--- config.mk ---
export PLATFORM = sky130hd
export DESIGN_NAME = rr_arbiter_3to8
export DESIGN_NICKNAME = d
export VERILOG_FILES = /design/src/rtl/rr_arbiter_3to8.sv
export SDC_FILE = /design/constraint.sdc
export NUM_CORES = 1
export LEC_CHECK = 0
export CAP_MARGIN = 30
export CORE_ASPECT_RATIO = 0.75
export CORE_MARGIN = 5
export CORE_UTILIZATION = 30
export CTS_CLUSTER_SIZE = 8
export DETAILED_ROUTE_END_ITERATION = 10
export GPL_ROUTABILITY_DRIVEN = 0
export SYNTH_ARGS = -nofsm -noshare
export SYNTH_HDL_FRONTEND = slang
export SYNTH_SLANG_ARGS = --single-unit
--- constraint.sdc ---
create_clock -name clk -period 3.8 [get_ports clk]
set_input_delay 0.76 -clock clk [delete_from_list [all_inputs] [get_ports clk]]
set_output_delay 0.76 -clock clk [all_outputs]
set_load 0.05 [all_outputs]
--- src/rtl/rr_arbiter_3to8.sv ---
// rr_arbiter_3to8: round-robin arbiter for eight requesters sharing one
// 3:8 decoded resource. It issues a registered one-hot grant plus its encoded
// index, limits each grant to MAX_HOLD cycles and inserts GAP_CYCLES dead
// cycles after every release so the shared lines can turn around.
module rr_arbiter_3to8 #(
    parameter int unsigned MAX_HOLD   = 16,  // 1..255
    parameter int unsigned GAP_CYCLES = 1    // 0..15
) (
    input  logic       clk,
    input  logic       rst_n,
    input  logic       en,
    input  logic [7:0] req,
    output logic [7:0] gnt,
    output logic [2:0] gnt_idx,
    output logic       gnt_valid,
    output logic       timeout,
    output logic       busy
);

    typedef enum logic [1:0] {
        ST_IDLE  = 2'd0,
        ST_GRANT = 2'd1,
        ST_GAP   = 2'd2
    } state_e;

    localparam logic [7:0] MAX_HOLD_C = 8'(MAX_HOLD);
    localparam logic [3:0] GAP_C      = 4'(GAP_CYCLES);

    state_e     state_q, state_d;
    logic [2:0] ptr_q, ptr_d;
    logic [7:0] hold_cnt_q, hold_cnt_d;
    logic [3:0] gap_cnt_q, gap_cnt_d;
    logic [7:0] gnt_q, gnt_d;
    logic [2:0] gnt_idx_q, gnt_idx_d;
    logic       gnt_valid_q, gnt_valid_d;
    logic       timeout_q, timeout_d;
    logic       busy_q, busy_d;

    logic       win_found_s;
    logic [2:0] win_idx_s;

    // First set request bit searching upward from the pointer, wrapping 7->0.
    // Returns {found, index}.
    function automatic logic [3:0] find_winner(input logic [7:0] req_v,
                                               input logic [2:0] ptr_v);
        logic       found;
        logic [2:0] idx;
        logic [2:0] cand;
        found = 1'b0;
        idx   = 3'd0;
        for (int i = 0; i < 8; i++) begin
            cand = ptr_v + 3'(i);
            if (!found && req_v[cand]) begin
                found = 1'b1;
                idx   = cand;
            end else begin
                found = found;
            end
        end
        return {found, idx};
    endfunction

    // Round-robin winner for the current request vector and pointer.
    always_comb begin
        {win_found_s, win_idx_s} = find_winner(req, ptr_q);
    end

    // Next-state and next-output logic for the IDLE/GRANT/GAP controller.
    always_comb begin
        state_d    = state_q;
        ptr_d      = ptr_q;
        hold_cnt_d = hold_cnt_q;
        gap_cnt_d  = gap_cnt_q;
        gnt_d      = gnt_q;
        gnt_idx_d  = gnt_idx_q;
        timeout_d  = 1'b0;

        case (state_q)
            ST_IDLE: begin
                gnt_d = 8'h00;
                if (en && win_found_s) begin
                    state_d    = ST_GRANT;
                    gnt_d      = 8'h01 << win_idx_s;
                    gnt_idx_d  = win_idx_s;
                    hold_cnt_d = 8'd1;
                end else begin
                    state_d = ST_IDLE;
                end
            end
            ST_GRANT: begin
                if (!req[gnt_idx_q] || (hold_cnt_q >= MAX_HOLD_C)) begin
                    // A release wins over a simultaneous hold expiry.
                    timeout_d = req[gnt_idx_q];
                    gnt_d     = 8'h00;
                    ptr_d     = gnt_idx_q + 3'd1;
                    if (GAP_C != 4'd0) begin
                        state_d   = ST_GAP;
                        gap_cnt_d = GAP_C;
                    end else begin
                        state_d   = ST_IDLE;
                        gap_cnt_d = 4'd0;
                    end
                end else begin
                    hold_cnt_d = hold_cnt_q + 8'd1;
                end
            end
            ST_GAP: begin
                gnt_d = 8'h00;
                if (gap_cnt_q <= 4'd1) begin
                    state_d   = ST_IDLE;
                    gap_cnt_d = 4'd0;
                end else begin
                    gap_cnt_d = gap_cnt_q - 4'd1;
                end
            end
            default: begin
                state_d   = ST_IDLE;
                gnt_d     = 8'h00;
                gap_cnt_d = 4'd0;
            end
        endcase

        gnt_valid_d = |gnt_d;
        busy_d      = (state_d != ST_IDLE);
    end

    // State and registered outputs; asynchronous reset clears everything.
    always_ff @(posedge clk or negedge rst_n) begin
        if (!rst_n) begin
            state_q     <= ST_IDLE;
            ptr_q       <= 3'd0;
            hold_cnt_q  <= 8'd0;
            gap_cnt_q   <= 4'd0;
            gnt_q       <= 8'h00;
            gnt_idx_q   <= 3'd0;
            gnt_valid_q <= 1'b0;
            timeout_q   <= 1'b0;
            busy_q      <= 1'b0;
        end else begin
            state_q     <= state_d;
            ptr_q       <= ptr_d;
            hold_cnt_q  <= hold_cnt_d;
            gap_cnt_q   <= gap_cnt_d;
            gnt_q       <= gnt_d;
            gnt_idx_q   <= gnt_idx_d;
            gnt_valid_q <= gnt_valid_d;
            timeout_q   <= timeout_d;
            busy_q      <= busy_d;
        end
    end

    assign gnt       = gnt_q;
    assign gnt_idx   = gnt_idx_q;
    assign gnt_valid = gnt_valid_q;
    assign timeout   = timeout_q;
    assign busy      = busy_q;

endmodule

==> results.toml <==
[status]
outcome = "complete, no violations"

[drt]
firstDrtPassIters = 4
drt-wirelength-per-cell_um = 15.3
drc = 0
drtIter0Drc = 116
wl_um = 5790
vias_per_cell = 5.22
drtAntennaViolNets = 0
vias = 1973

[global_route]
grt_pass1_vias = 1982
grt_max_degree = 32
antenna_found_initial = 0
grt_use_total_pct = 12.4
grt_pass1_wl_um = 10000
grt_overflow = 0

[sta]
slew_headroom_pct = 42.9
tightest_slew_ps = 853
min_period_ps = 3480
fmax_mhz = 287
finClkSkew_ps = 6.92
setup_viol = 0
fin_crit_sh_pct = 91.6
grt_setup_unrepaired = "false"
finalMaxSlewViolations = 0
final.setup.tns_ps = 0
hold_violations = 0

[synthesis]
synth.net_count = 257
syn_inst = 235
ys_seq_elements = 31
ys_warn_count = 0
synth_cell_type_count = 58
avgSynthCellArea_um2 = 10.5
synth-edff-count = 0
synthArstFlopShare_pct = 100
synth-seq-area-share_pct = 31.6
ys.flop_type = "dfrtp_1"
synth.cell_area_um2 = 2460

[cts]
cts.hold.buffers_added = 0
clock_latency_ps = 280
cts.sinks = 31
htreeDepth = 2
cts_tree = "yes"
root_buffer = "clkbuf_8"
clockBufferDepth = 2
cts.clk_slew.worst_paths_ps = 70
numCtsBuffers = 5

[power_and_ir_drop]
switching_share_pct = 49.5
pwr-share-comb_pct = 72.7
power.density_nw_per_um2 = 969
ir_drop_mv = 0.400
p_leak_nw = 1.25
p_int_w = 0.00146
power.share.sequential_pct = 17.6
p_switching_w = 0.00143
clockPowerShare_pct = 9.7

[worst_setup_path]
required_ps = 4010
crit_type = "in2reg"
reg2reg_depth = 9
r2r_slack_ps = 350
path_max_fanout = 8
end_kind = "register"
cp.arrival_ps = 3690
startpoint_type = "primary input"

[die]
die_x_um = 115
initial_utilization_pct = 30.9
core_um2 = 7950
rows = 28
dieArea_um2 = 10100
die_h_um = 88.4
io_pins = 25

[layout]
post-route-util_pct = 37.6
final_area_um2 = 2990
diodes = 0
syn2layout_area_growth_pct = 21.7
final_cell_mix = "dfrtp_1, nand2_1, clkdlybuf4s50_1"
mostFrequentLayoutCell = "dfrtp_1"
layout.nets = 294
drive_above_1_share_pct = 20.9

[job]
max_cap_viol_count = 0

[placement]
portBuffers = 24
post-dp-hpwl_um = 4530
place_area_um2 = 2890

[min_path]
hold_path_depth = 2
min_path_type = "reg2reg"
[through the flow]
| step | hold WS (ps) | std cells | worst slack (ps) | power, W |
|---|---|---|---|---|
| floorplan | 455 | 235 | 378 | 0.00209 |
| global placement | 478 | 370 | 96.4 | 0.00259 |
| detailed placement | 489 | 370 | 42.6 | 0.00261 |
| CTS | 501 | 378 | 219 | 0.00290 |
| global route | 526 | 378 | 105 | 0.00314 |
| finish | 493 | 378 | 319 | 0.00290 |
[final cells by class]
class / instances / area [µm²]
Clock buffer: 8 / 100
Multi-Input combinational cell: 182 / 1590
Sequential cell: 31 / 776
Fill cell: 773 / 4960
Inverter: 14 / 52.6
Timing Repair Buffer: 38 / 345
Tap cell: 105 / 131
[synth_stat cells (4+ instances only)]
cell     count  area share [%]
a21oi_1     13             2.6
a32o_1       4             1.6
dfrtp_1     31              32
ha_1        11             5.6
inv_1       13             2.0
mux2_2       8             3.7
mux2i_1     10             4.1
mux4_2      12              11
nand2_1     25             3.8
nor2_1      17             2.6
nor2b_1      5             1.3
nor3_1       4            0.81
o21ai_0     12             2.4
xnor2_1      4             1.4
[what timing repair did]
action / 4_1_cts / 5_1_grt
setup buffers: 0 / 0
setup endpoints to repair: 0 / 9
resized for setup: 0 / 1
[cells by family (layout without fill, tap and decap cells)]
family / count (synthesis) / count (layout) / synth area share, %
flip-flops: 31 / 31 / 31.6
adder cells (fa/ha/maj): 11 / 11 / 5.60
AND/OR/NAND/NOR: 72 / 72 / 14.8
multiplexers: 35 / 35 / 22.7
buffers and inverters: 22 / 60 / 3.97
AO/OA/AOI/OAI: 58 / 58 / 19.2
XOR/XNOR: 6 / 6 / 2.14
[power groups by stage]
stage                     registers [W]  clock network [W]  logic [W]
after floorplan                0.000667                  0    0.00142
after global placement         0.000516                  0    0.00207
after detailed placement       0.000518                  0    0.00209
after CTS                      0.000513           0.000289    0.00210
after global routing           0.000526           0.000308    0.00231
final                          0.000510           0.000280    0.00211
[flip-flops by register name (all words and copies together), names as in the netlist, 2 cells and up]
name / flops
ptr_q: 3
gnt: 8
hold_cnt_q: 8
gnt_idx: 3
state_q: 2
gap_cnt_q: 4
[metal layers]
layer / part of all wire [%] / GRT usage [%]
met3: 6.9 / 3.35
met5: 0 / 0
met1: 52 / 18.7
met2: 41 / 17.9
met4: 0.45 / 2.48
[worst max-delay path, cell delays in order]
cell             delay [ps]
clkdlybuf4s50_1         530
mux4_1                  650
a211oi_2                320
o2111ai_2               210
or2_4                   300
o211ai_1                370
nor2b_1                 340
a32o_1                  210
[path summary, 6_finish.rpt]
check / startpoint / to
hold reg to reg: hold_cnt_q[6] / hold_cnt_q[6]
setup reg to reg: ptr_q[0] / gnt[1]
min in group asynchronous: rst_n / hold_cnt_q[1]
setup / recovery: req[3] / gnt[7]
max in group asynchronous: rst_n / gnt[1]
hold / removal: hold_cnt_q[6] / hold_cnt_q[6]
No activity file was read; power rests on OpenSTA's default activity.
